--- config.mk ---
export PLATFORM = sky130hd
export DESIGN_NAME = clause_loader
export DESIGN_NICKNAME = d
export VERILOG_FILES = /design/src/rtl/clause_loader.sv
export SDC_FILE = /design/constraint.sdc
export NUM_CORES = 1
export LEC_CHECK = 0
export CAP_MARGIN = 5
export CORE_MARGIN = 8
export CORE_UTILIZATION = 60
export CTS_CLUSTER_DIAMETER = 30
export DETAILED_ROUTE_END_ITERATION = 12
export DONT_BUFFER_PORTS = 1
export PLACE_DENSITY = 0.76
export SYNTH_ARGS = -nofsm -noshare
export SYNTH_HDL_FRONTEND = slang
export SYNTH_SLANG_ARGS = --single-unit
--- constraint.sdc ---
create_clock -name in_clk -period 5 [get_ports in_clk]
set_clock_uncertainty 0.15 [all_clocks]
set_input_delay 0.75 -clock in_clk [delete_from_list [all_inputs] [get_ports in_clk]]
set_output_delay 0.75 -clock in_clk [all_outputs]
set_load 0.05 [all_outputs]
--- src/rtl/clause_loader.sv ---
// Write-side master for the clause register bank: packs per-variable coefficient beats into a clause
// and broadcasts it with a one-cycle clause index. Optional CLAUSE_LOADER_CLEAR_EN zeroes all clauses on start.
module clause_loader #(
    parameter int BIT_WIDTH_OF_INTEGER_VARIABLE = 2,
    parameter int NUMBER_OF_INTEGER_VARIABLES   = 2,
    parameter int MAX_NUMBER_OF_CLAUSES         = 3,
    parameter int INDEX_WIDTH                   = 2
) (
    input  logic                                                           in_clk,
    input  logic                                                           in_reset_n,
    input  logic                                                           in_start,
    input  logic [INDEX_WIDTH-1:0]                                         in_num_clauses,
    input  logic                                                           in_valid,
    input  logic [BIT_WIDTH_OF_INTEGER_VARIABLE-1:0]                       in_coefficient,
    output logic                                                           out_ready,
    output logic [BIT_WIDTH_OF_INTEGER_VARIABLE*NUMBER_OF_INTEGER_VARIABLES-1:0] out_clause_coefficients,
    output logic [INDEX_WIDTH-1:0]                                         out_clause_index,
    output logic                                                           out_busy,
    output logic                                                           out_done
);

    localparam int BW  = BIT_WIDTH_OF_INTEGER_VARIABLE;
    localparam int NV  = NUMBER_OF_INTEGER_VARIABLES;
    localparam int CW  = BW * NV;
    localparam int BCW = (NV > 1) ? $clog2(NV) : 1;
    localparam logic [INDEX_WIDTH-1:0] MAX_IDX   = INDEX_WIDTH'(MAX_NUMBER_OF_CLAUSES);
    localparam logic [BCW-1:0]         LAST_BEAT = BCW'(NV - 1);

`ifdef CLAUSE_LOADER_CLEAR_EN
    typedef enum logic [2:0] {IDLE, COLLECT, WRITE, DONE, CLEAR} state_t;
    logic [INDEX_WIDTH-1:0] clear_q, clear_d;
`else
    typedef enum logic [1:0] {IDLE, COLLECT, WRITE, DONE} state_t;
`endif

    state_t                 state_q, state_d;
    logic [INDEX_WIDTH-1:0] n_q, n_d;
    logic [INDEX_WIDTH-1:0] clause_q, clause_d;
    logic [BCW-1:0]         beat_q, beat_d;
    logic [CW-1:0]          pack_q, pack_d;
    logic [CW-1:0]          coef_q, coef_d;
    logic [INDEX_WIDTH-1:0] index_q, index_d;
    logic                   ready_q, ready_d;
    logic                   busy_q, busy_d;
    logic                   done_q, done_d;

    always_ff @(posedge in_clk or negedge in_reset_n) begin
        if (!in_reset_n) begin
            state_q  <= IDLE;
            n_q      <= '0;
            clause_q <= '0;
            beat_q   <= '0;
            pack_q   <= '0;
            coef_q   <= '0;
            index_q  <= '0;
            ready_q  <= 1'b0;
            busy_q   <= 1'b0;
            done_q   <= 1'b0;
`ifdef CLAUSE_LOADER_CLEAR_EN
            clear_q  <= '0;
`endif
        end else begin
            state_q  <= state_d;
            n_q      <= n_d;
            clause_q <= clause_d;
            beat_q   <= beat_d;
            pack_q   <= pack_d;
            coef_q   <= coef_d;
            index_q  <= index_d;
            ready_q  <= ready_d;
            busy_q   <= busy_d;
            done_q   <= done_d;
`ifdef CLAUSE_LOADER_CLEAR_EN
            clear_q  <= clear_d;
`endif
        end
    end

    always_comb begin
        state_d  = state_q;
        n_d      = n_q;
        clause_d = clause_q;
        beat_d   = beat_q;
        pack_d   = pack_q;
        coef_d   = coef_q;
`ifdef CLAUSE_LOADER_CLEAR_EN
        clear_d  = clear_q;
`endif
        unique case (state_q)
            IDLE: begin
                if (in_start) begin
                    n_d      = (in_num_clauses > MAX_IDX) ? MAX_IDX : in_num_clauses;
                    clause_d = INDEX_WIDTH'(1);
                    beat_d   = '0;
`ifdef CLAUSE_LOADER_CLEAR_EN
                    clear_d  = INDEX_WIDTH'(1);
                    state_d  = CLEAR;
`else
                    state_d  = (n_d == '0) ? DONE : COLLECT;
`endif
                end
            end
`ifdef CLAUSE_LOADER_CLEAR_EN
            CLEAR: begin
                if (clear_q == MAX_IDX) begin
                    state_d = (n_q == '0) ? DONE : COLLECT;
                end else begin
                    clear_d = clear_q + INDEX_WIDTH'(1);
                end
            end
`endif
            COLLECT: begin
                if (in_valid && ready_q) begin
                    pack_d[beat_q*BW +: BW] = in_coefficient;
                    if (beat_q == LAST_BEAT) begin
                        state_d = WRITE;
                    end else begin
                        beat_d = beat_q + BCW'(1);
                    end
                end
            end
            WRITE: begin
                if (clause_q == n_q) begin
                    state_d = DONE;
                end else begin
                    clause_d = clause_q + INDEX_WIDTH'(1);
                    beat_d   = '0;
                    state_d  = COLLECT;
                end
            end
            DONE:    state_d = IDLE;
            default: state_d = IDLE;
        endcase

        // Outputs are registered: each flop is loaded with the value its next state implies.
        ready_d = (state_d == COLLECT);
        busy_d  = (state_d != IDLE) && (state_d != DONE);
        done_d  = (state_d == DONE);
        index_d = '0;
        if (state_d == WRITE) begin
            index_d = clause_d;
            coef_d  = pack_d;
        end
`ifdef CLAUSE_LOADER_CLEAR_EN
        if (state_d == CLEAR) begin
            index_d = clear_d;
            coef_d  = '0;
        end
`endif
    end

    assign out_ready               = ready_q;
    assign out_busy                = busy_q;
    assign out_done                = done_q;
    assign out_clause_index        = index_q;
    assign out_clause_coefficients = coef_q;

endmodule

======== Word-level counts from Yosys, hierarchy flattened ========
Index checks and enable logic that the tools add are counted.
operators by class
  $add $sub $neg .......................... 3
  magnitude comparators ................... 1
  eq/ne operators ......................... 11
  shifts and indexed selects .............. 2
  multiplexer cells ....................... 19
  reduce and logical (&&, ||, !) cells .... 8
operators by type and width
  kind                                                   count
  negator 2 -> 34 bit                                    1
  variable shift 2 x 34 -> 4 bit (first input constant)  1
  variable part select 2 x 34 -> 4 bit                   1
  2-to-1 mux 2 bit                                       9
  == test 2 bit (second input constant)                  4
  2-to-1 mux 4 bit                                       2
  != test 2 bit (second input constant)                  4
  one-hot mux 2 bit (4 select lines)                     1
  bitwise mux 4 bit                                      1
  == test 2 x 1 -> 1 bit (second input constant)         2
  zero test 2 bit                                        2
  2-to-1 mux 1 bit                                       4
  one-hot mux 2 bit (2 select lines)                     1
  AND reduction 4 bit                                    1
  one-hot mux 1 bit (3 select lines)                     1
  nonzero test 3 bit                                     1
  adder 2 x 1 -> 2 bit (second input constant)           1
  == test 2 bit                                          1
  > comparator 2 bit (second input constant)             1
  logical AND 1 bit                                      2
  AND reduction 2 bit                                    1
  nonzero test 2 bit                                     1
  adder 1 bit (second input constant)                    1
storage, ports and cells
  bits in registers ....................... 20
  bits of input ports ..................... 8
  output and inout port bits .............. 9
  word-level logic and storage cells ...... 54

======== Depth between registers and ports, before layout ========
  depth in word-level cells ............... 8
  mapped depth ............................ 9
  gate-level depth less buffers ........... 7

======== Worst setup path after synthesis ========
No wires, ideal clock.
  path type ............................... in2reg
  start ................................... in in_valid
  end ..................................... reg coef_q[2] (netlist: out_clause_coefficients[2])
  setup time .............................. 0.125 ns
  arrival time ............................ 2.096 ns
  data required time ...................... 4.725 ns
  path slack .............................. 2.629 ns
  cell stages on the path ................. 6
  path buffers ............................ 1
  path through ............................ nand3_1 -> a21bo_2 -> o221ai_1 -> ha_1 -> clkbuf_1 -> mux2_2
on the way
  longest elaborated chain between the ends .. 4
  elaborated cells between the ends (all ways) .. 6
  those cells by class .................... eq/ne (1); mux (4); reduce/logical (1)
ends and longest elaborated chain
  item                                RTL line  RTL
  start, declared                     13        input logic in_valid,
  logical AND 1 bit                   113       if (in_valid && ready_q) begin
  2-to-1 mux 2 bit                    113
  one-hot mux 2 bit (4 select lines)  89        unique case (state_q)
  net state_d[1]                      36        state_t state_q, state_d;
  == test 2 bit                       140       if (state_d == WRITE) begin
  end signal, assigned                68        coef_q <= coef_d;
  end, declared                       41        logic [CW-1:0] coef_q, coef_d;
The timed path passes the listed nets, and every way through them passes these cells.
A chain may end at the register's enable or synchronous reset.

======== Worst setup path after layout ========
  start ................................... reg state_q[0]
  end ..................................... reg coef_q[3] (netlist: out_clause_coefficients[3])
on the way
  elaborated cells between the ends (all ways) .. 10
  those cells by class .................... eq/ne (4); mux (5); reduce/logical (1)
RTL lines
  item                                         RTL line  RTL
  start, declared                              36
  start signal, assigned                       63        state_q <= state_d;
  == test 2 bit, or another cell as far along  89
  one-hot mux 2 bit (4 select lines) (*)       89
  net state_d[1]                               36
  == test 2 bit (*)                            140
Mark *: on every way through the listed nets, which the timed path passes. The rest lies on a longest branch.

==> summary.md <==
| Metric | Value |
|---|---|
| Worst EP arrival | `2.51 ns` |
| Hold violation total from the final report | `0` |
| Post-route minimum period | `2.461 ns` |
| Status | `finished, final reports clean` |
| Rel. slew slack | `40.53%` |
| Synth area leaders | `dfrtp_1, mux2_2, ha_1` |
| Cell count along the critical path | `6` |
| Crit-path slowest cell | `dfrtp_1` |
| M1 GR Usage | `12.48%` |
| Worst reg-to-reg setup slack | `2.54 ns` |
| HPWL after detailed placement | `1343 um` |
| Routed wire length | `1750 um` |
| Syn Nets | `91` |
| Final Setup Violations | `0` |
| Row count | `14` |
| Delay of the slowest critical-path stage | `0.41 ns` |
| Wire length of the first global-routing pass | `2849 um` |
| Power Density | `767.6 nW/um^2` |
| CTS root buf | `clkbuf_4` |
| Register area share after synthesis | `51.61%` |
| Horiz. Die Dim | `56.20 um` |
| Residual DRC | `0` |
| Total power | `0.8010 mW` |
| Crit path capture type | `register` |
| Syn Inst Count | `77` |
| DIE HEIGHT | `56.20 um` |
| Mapped Area | `969.7 um^2` |
| Area Overhead vs Synth | `7.613%` |
| Yosys warns | `0` |
| Kind of critical path | `register to register` |
| TritonRoute pass-1 iters | `4` |
| Met3 usage | `3.425%` |
| Total gr overflow | `0` |
| Synth top cells by count | `dfrtp_1, mux2_2, ha_1` |
| Sequential share of power | `49.7%` |
| Clock Power Share | `16.1%` |
| Synth area leader | `dfrtp_1` |
| VDD IR max | `0.0003704 V` |
| Pins over their slew limit | `0` |
| CTS tree | `yes` |
| Crit path top cell by count | `ha_1` |
| Ports | `17` |
| Worst Tran Pin Value | `0.8891 ns` |
| Setup ws final | `2.539 ns` |
| Ys flop type | `dfrtp_1` |
| Final Cycle Share | `49.22%` |
| Worst-path clk slew | `0.11 ns` |
| Cell family with most CP delay | `adder cells` |
| CTS max path bufs | `2` |
| Die ar. | `3158 um^2` |
| Switch share | `44.16%` |
| Hold path cells | `1` |
| PortBufs | `0` |
| Mapped Avg Cell Area | `12.59 um^2` |
| Tot GR Track Use | `11.11%` |
| Critical Path Start Type | `register` |
| Gate power share | `34.2%` |
| Largest net degree at the start of global routing | `21` |
| Antenna violations before repair | `0` |
| GR Util met2 | `17.75%` |
| Worst skew pair latency | `0.30 ns` |
| Cell breakdown of the critical path | `inv_1 -> ha_1 -> nand2b_1 -> o221ai_1 -> ha_1 -> mux2_2` |
| RSZ-0062 raised after global routing | `false` |
| Post-synth top area share | `51.61%` |
| Vias/cell | `6.354` |
| Pint | `0.4473 mW` |
| Initial Util | `64.37%` |
| Post-synth ARST share | `100.0%` |
| EDFF count, synth | `0` |
| Max Cap Viol | `0` |
| ANT nets after route | `0` |
| H-tree depth | `1` |
| Peak Freq | `0.4063 GHz` |
| Net switching power | `0.3537 mW` |
| Routability cong. | `0.7896` |
| Fin nets | `95` |
| Most common cell in the netlist | `dfrtp_1` |
| CTS buffer count | `3` |
| Clock Sinks | `20` |
| GRT Max-Usage Layer | `met2` |
| Antenna cells | `0` |
| Leakage | `0.4733 nW` |
| Required time worst endpoint | `5.05 ns` |
| Core area | `1506 um^2` |
| Vias in the first global route | `632` |
| Wire length per cell | `18.23 um` |
| Pre-CTS setup slack | `2.570 ns` |
| Netlist cell types | `31` |
| CP bufs+invs | `1` |
| CP Max Fanout | `10` |
| Min-Delay Path Class | `register to register` |
| DR iter-0 viols | `18` |
| Yosys reg bits | `20` |
| Filler cells | `111` |
| Share of cells above drive strength 1 | `22.50%` |
| Vias | `610` |
| Setup TNS | `0 ns` |
| R2r worst-path depth | `6` |
sequential cells by signal, summed over array words and instances, names as in the netlist:
| signal | cells |
|---|---|
| out_clause_coefficients | 4 |
| clause_q | 2 |
| out_ready | 1 |
| beat_q | 1 |
| out_clause_index | 2 |
| pack_q | 4 |
| out_busy | 1 |
| out_done | 1 |
| state_q | 2 |
| n_q | 2 |
worst paths after layout:
path / from / end
max in group asynchronous: in_reset_n / clause_q[1]
worst max-delay path: state_q[0] / out_clause_coefficients[3]
worst max register to register: state_q[0] / out_clause_coefficients[3]
worst min-delay path: pack_q[3] / pack_q[3]
min in group asynchronous: in_reset_n / out_ready
worst min register to register: pack_q[3] / pack_q[3]
routing by layer:
metal | share of wire [%] | wire (um)
met5 | 0 | 0
met1 | 46 | 800
met2 | 49 | 853
met4 | 0.51 | 9
met3 | 4.9 | 86
power groups by stage:
stage / Clock (mW) / Combinational, mW / Sequential [mW]
after floorplan: 0 / 0.223 / 0.388
after global placement: 0 / 0.261 / 0.402
after detailed placement: 0 / 0.268 / 0.404
after CTS: 0.132 / 0.274 / 0.400
after global routing: 0.137 / 0.303 / 0.406
final: 0.129 / 0.274 / 0.398
cells in the final DEF (no fill, tap or decap), drive strengths merged, types with 3 or more instances in the layout:
cell type	Yosys	final
dfrtp	20	20
mux2	10	10
ha	6	6
inv	5	5
a21oi	3	3
nand2	3	3
clkbuf	1	3
timing repair:
action	CTS	global route
setup buffers	0	0
resized for setup	0	0
hold endpoints to repair	20	0
hold buffers	1	0
kinds of logic after synthesis:
kind of cell             count (synthesis)  share of synthesized area [%]
adder cells (fa/ha/maj)                  6                          7.742
buffers and inverters                    7                          2.838
AND/OR/NAND/NOR                         13                          7.742
XOR/XNOR                                 2                          1.807
multiplexers                            11                          13.42
AO/OA/AOI/OAI                           18                          14.84
flip-flops                              20                          51.61
metrics by stage:
stage | hold WS [ns] | util (%) | cell area [um^2] | cells
global route | 0.3865 | 69.27 | 1044 | 96
detailed placement | 0.3048 | 65.12 | 980.9 | 91
global placement | 0.3049 | 65.12 | 980.9 | 91
floorplan | 0.3044 | - | 969.7 | 77
finish | 0.3582 | 69.27 | 1044 | 96
CTS | 0.3624 | 69.27 | 1044 | 96
worst reg2reg max path: stages, from the launching register on:
cell and delay (ns):
dfrtp_1 0.41, inv_1 0.09, ha_1 0.33, nand2b_1 0.28, o221ai_1 0.33, ha_1 0.40, mux2_2 0.37
area by class of cell:
cell class | count | area, um^2 | share of cell area (%)
clock buffers | 3 | 22.52 | 2.158
well taps | 16 | 20.02 | 1.918
flip-flops and latches | 20 | 500.5 | 47.96
repair buffers | 1 | 10.01 | 0.9592
clock inverters | 1 | 30.03 | 2.878
inverters | 5 | 18.77 | 1.799
multi-input cells | 50 | 441.7 | 42.33
(Power assumes the default switching activity.)
==> variant 1, RTL diff (same flow settings) <==
Re-encode `state_t` (4 states) as Gray code, 2 bits wide.
--- a/src/rtl/clause_loader.sv
+++ b/src/rtl/clause_loader.sv
@@ -31,5 +31,5 @@
     logic [INDEX_WIDTH-1:0] clear_q, clear_d;
 `else
-    typedef enum logic [1:0] {IDLE, COLLECT, WRITE, DONE} state_t;
+    typedef enum logic [1:0] {IDLE = 2'b00, COLLECT = 2'b01, WRITE = 2'b11, DONE = 2'b10} state_t;
 `endif
 
Formal check against the unedited RTL: same outputs for any inputs over 10 cycles, from zero or initial values and one cycle with in_reset_n low; not proved beyond that.
==> variant 1 against the original RTL <==
Final cell count rose by 7.3%. Power rose by 1.7%. Setup slack improved by 0.21 ns. Count of clock-buffer cells in the layout did not move. Area after synthesis rose by 8.0%. Sequential cell count did not move. Design area rose by 3.6%. Wire length rose by 1.4%. Critical path type unchanged. Critical endpoint unchanged. Largest power group unchanged.
==> variant 1: results (changes against the original RTL) <==
| Metric | Value |
|---|---|
| CTS root buf | clkbuf_4 |
| HP Class | reg -> reg |
| Outcome | complete, no violations |
| Met3 global-route usage | 0.04857 (+0.01432) |
| Detailed-route wire length per cell | 17.23 µm (-5.5%) |
| Max Used Layer | met4 |
| PortBufs | 0 (unchanged) |
| Slowest stage delay, CP | 0.43 ns (+0.02 ns) |
| Post-cts resize count | 0 (unchanged) |
| Worst hold start | pack_q[0] |
| Post-CTS Setup Repair Bufs | 0 (unchanged) |
| Antenna violations before repair | 0 (unchanged) |
| Worst IR Drop VDD | 435.9 µV (+18%) |
| Placed Cells | 99 (+8.8%) |
| M2 GR Usage | 0.1688 (-0.008686) |
| Htree depth | 1 (unchanged) |
| Vias post-DR | 667 (+9.3%) |
| Hold-fix buffers, CTS | 1 (unchanged) |
| GRT overflow | 0 (unchanged) |
| Fin Hold WS | 0.3542 ns (-0.004080 ns) |
| Worst-path fanout max | 6 (-4) |
| Hold endpoint | pack_q[0] |
| Vias in the first global route | 615 (-2.7%) |
| Sequential fraction of the synthesis area | 0.4779 (-0.03823) |
| Largest net degree at the start of global routing | 21 (unchanged) |
| DR WL met2 | 787 µm (-7.7%) |
| Worst hold stages | 1 (unchanged) |
| Yosys warnings | 0 (unchanged) |
| M1 GR Usage | 0.1343 (+0.009475) |
| Total track usage | 0.1134 (+0.002253) |
| Crit path from | state_q[1] |
| Post-synth top cells | dfrtp_1 (20), nand2_1 (7), mux2_2 (6), a32oi_1 (5), nor2b_1 (5) |
| TritonCTS Buffers | 3 (unchanged) |
| DRT met1 WL | 782 µm (-2.3%) |
| Cells after synthesis | 85 (+10%) |
| WL met3 | 184 µm (+110%) |
| Drt total wl | 1.775 mm (+1.4%) |
| Layout cells sized above 1 | 0.1977 (-0.02733) |
| Clk pin slew, worst setup/hold paths | 0.10 ns |
| Max transition margin | 0.4163 (+0.01097) |
| Largest cells by area after synthesis | dfrtp_1 (48%), mux2_2 (6.5%), mux2_4 (5.7%), ha_1 (4.8%), a32oi_1 (4.2%) |
| Dpl ws | 2.771 ns (+0.2016 ns) |
| Nets | 100 (+5.3%) |
| 1st-iter DRT viols | 18 (unchanged) |
| Gpl congestion | 0.9098 (+15%) |
| CP Data Arrival Time | 2.29 ns (-0.22 ns) |
| Post-synthesis cell type count | 35 (+13%) |
| Filler cells | 141 (+27%) |
| Number of diodes | 0 (unchanged) |
| FF-to-FF path depth | 6 (unchanged) |
| Lkg Pwr | 0.4704 nW (-0.62%) |
| Mapped Nets | 97 (+6.6%) |
| Worst setup margin | 2.746 ns (+0.2073 ns) |
| R2r endpoint | out_clause_coefficients[3] |
| Crit path to | out_clause_coefficients[3] |
| Slowest-stage cell, CP | dfrtp_1 |
| Clock buffer depth | 2 (unchanged) |
| Cell family with most CP delay | simple AND/OR/NAND/NOR gates |
| HPWL after detailed placement | 1.332 mm (-0.82%) |
| Count leader, synth | dfrtp_1 |
==> variant 1: cell families after synthesis <==
kind of cell	after synthesis	synth area share
DFF	20	0.4779
muxes	12	0.1422
adders and majority gates	4	0.04779
buffers and inverters	6	0.02986
AOI/OAI and AO/OA	17	0.1446
and+or+nand+nor	22	0.1171
xor gates and xnor gates	4	0.04063
==> variant 1: power by group <==
group	switching [W]	internal, W	total (W)
clock	0.0000447	0.0000281	0.0000728
sequential	0.000164	0.000234	0.000397
combinational	0.000176	0.000168	0.000344
==> variant 1: through the flow <==
step	area, µm²	power [W]
final	1081	0.0008144
after global placement	1049	0.0007316
after global routing	1081	0.0008666
after CTS	1081	0.0008191
after floorplan	1047	0.0006842
after detailed placement	1049	0.0007423
==> variant 1: cell type report <==
type	count	area, µm²	share of cell area
sequential	20	500.5	0.4630
inverter	3	11.26	0.01042
timing repair buffer	1	10.01	0.009259
multi-input combinational	59	515.5	0.4769
clock buffer	3	22.52	0.02083
tap	17	21.27	0.01968
==> variant 2, RTL diff (config.mk and constraints unchanged) <==
Without the edit above. Set the parameter `NUMBER_OF_INTEGER_VARIABLES` to 1 (it was 2).
--- a/src/rtl/clause_loader.sv
+++ b/src/rtl/clause_loader.sv
@@ -3,5 +3,5 @@
 module clause_loader #(
     parameter int BIT_WIDTH_OF_INTEGER_VARIABLE = 2,
-    parameter int NUMBER_OF_INTEGER_VARIABLES   = 2,
+    parameter int NUMBER_OF_INTEGER_VARIABLES   = 1,
     parameter int MAX_NUMBER_OF_CLAUSES         = 3,
     parameter int INDEX_WIDTH                   = 2
Ports: changed (resized out_clause_coefficients); port bits go from 17 to 15. No check against the original RTL was run, so the function may have changed too.
==> variant 2 against the original RTL <==
Global-route usage is 0.75 points higher. First-iteration DRC count is 39% lower. Design area is 41% lower. Critical path depth is 6 lower. Register-to-register slack better by 0.63 ns. Largest power group unchanged. Power is 46% lower. Sequential share of layout area is 4.8 points higher. Sequential cell count is 7 lower. Final cell count is 28% lower. Area after synthesis is 42% lower. Wire length is 39% lower. Hold slack better by 0.068 ns. Setup slack better by 0.61 ns.
==> variant 2: results (changes against the original RTL) <==
| Metric | Value |
|---|---|
| Post-cts resize count | 0 (unchanged) |
| Drt total wl | 1.060 mm (-39%) |
| Dpl ws | 3.210 ns (+0.6403 ns) |
| Lkg Pwr | 0.3023 nW (-36%) |
| Placed Cells | 63 (-31%) |
| Detailed-route wire length per cell | 15.36 µm (-16%) |
| Layout cells sized above 1 | 0.08929 (-0.1357) |
| Gpl congestion | 0.7584 (-4.0%) |
| HPWL after detailed placement | 811.8 µm (-40%) |
| Largest cells by area after synthesis | dfrtp_1 (58%), nand2_1 (7.3%), mux2_2 (4.0%), mux2i_1 (3.6%), xor2_1 (3.1%) |
| Cells after synthesis | 50 (-35%) |
| CP Data Arrival Time | 0.95 ns (-1.56 ns) |
| Worst IR Drop VDD | 438.6 µV (+18%) |
| 1st-iter DRT viols | 11 (-7) |
| Post-synth top cells | dfrtp_1 (13), nand2_1 (11), inv_1 (3), nor2_1 (3) |
| Sw Share | 0.4744 (+0.03282) |
| Max Used Layer | met3 |
| Worst-Skew Late Latency | 0.26 ns (-0.04 ns) |
| TritonCTS Buffers | 3 (unchanged) |
| Clk pin slew, worst setup/hold paths | 0.12 ns |
| Filler cells | 75 (-32%) |
| Tightest Pin Transition | 0.5128 ns (-0.3763 ns) |
| Nets | 66 (-31%) |
| First-pass GRT wire length | 1.759 mm (-38%) |
| WL met3 | 139 µm (+62%) |
| Outcome | complete, no violations |
| CTS root buf | clkbuf_2 |
| Largest net degree at the start of global routing | 9 (-57%) |
| DRT met1 WL | 414 µm (-48%) |
| Mapped Nets | 59 (-35%) |
| Vias post-DR | 394 (-35%) |
| Total track usage | 0.1187 (+0.007546) |
| DR WL met2 | 506 µm (-41%) |
| Post-synthesis cell type count | 20 (-35%) |
| Vias in the first global route | 397 (-37%) |
| Sequential fraction of the synthesis area | 0.5791 (+0.06294) |
| Worst-path fanout max | 4 (-6) |
==> variant 2: changes by cell type in the layout (fill, tap and decap cells not counted), moves of 3 or more <==
cell,before,now
nand2_1,3,11
dfrtp_1,20,13
mux2_2,8,2
ha_1,6,1
a21oi_1,3,0
clkbuf_2,0,3
clkbuf_4,3,0
==> variant 2: worst paths after layout <==
kind	start	endpoint	slack, ns	cells after the start
min reg2reg	n_q[1]	n_q[1]	0.43	1
max	out_ready	out_ready	3.15	0
min	n_q[1]	n_q[1]	0.43	1
max in group asynchronous	in_reset_n	n_q[1]	3.84	1
min in group asynchronous	in_reset_n	out_clause_coefficients[0]	0.63	1
max reg2reg	state_q[0]	out_busy	3.17	5
==> variant 2: logic make-up (layout without fill, tap and decap cells) <==
group | after synthesis | in the layout | synth area share
muxes | 4 | 4 | 0.07572
adders and majority gates | 1 | 1 | 0.02227
and+or+nand+nor | 20 | 20 | 0.1804
AOI/OAI and AO/OA | 7 | 7 | 0.09133
xor gates and xnor gates | 2 | 2 | 0.03119
DFF | 13 | 13 | 0.5791
buffers and inverters | 3 | 9 | 0.02004
==> variant 2: repair_timing <==
item                                    CTS  global route
hold buffers                              1             1
buffers inserted                          0             0
endpoints found under the setup margin    0             0
endpoints found under the hold margin     6             7
==> variant 2: cell type report <==
type	count	share of cell area
Timing Repair Buffer	2	0.03245
Multi-Input combinational cell	34	0.3651
Clock buffer	4	0.03043
Sequential cell	13	0.5274
Tap cell	13	0.02637
Inverter	3	0.01826
==> variant 2: power groups by stage <==
| stage | sequential, W | combinational (W) | clock (W) |
|---|---|---|---|
| after floorplan | 0.000252 | 0.0000954 | 0 |
| after global placement | 0.000260 | 0.000106 | 0 |
| after detailed placement | 0.000263 | 0.000115 | 0 |
| after CTS | 0.000260 | 0.000117 | 0.0000531 |
| after global routing | 0.000266 | 0.000134 | 0.0000597 |
| final | 0.000261 | 0.000118 | 0.0000513 |
==> variant 2: per-stage QoR <==
| step | util | cell area [µm²] | hold WS [ns] |
|---|---|---|---|
| 3_3_place_gp | 0.6462 | 578.1 | 0.3048 |
| 4_1_cts | 0.6783 | 606.8 | 0.004754 |
| 3_5_place_dp | 0.6462 | 578.1 | 0.3048 |
| 5_1_grt | 0.6895 | 616.8 | 0.4050 |
| 2_1_floorplan | - | 561.8 | 0.3044 |
| 6_report | 0.6895 | 616.8 | 0.4259 |
==> variant 2: routing by layer <==
| layer | GRT usage | vias up |
|---|---|---|
| met5 | 0 | - |
| met1 | 0.1183 | 191 |
| li1 | - | 184 |
| met4 | 0.1006 | 0 |
| met2 | 0.1747 | 19 |
| met3 | 0.06513 | 0 |
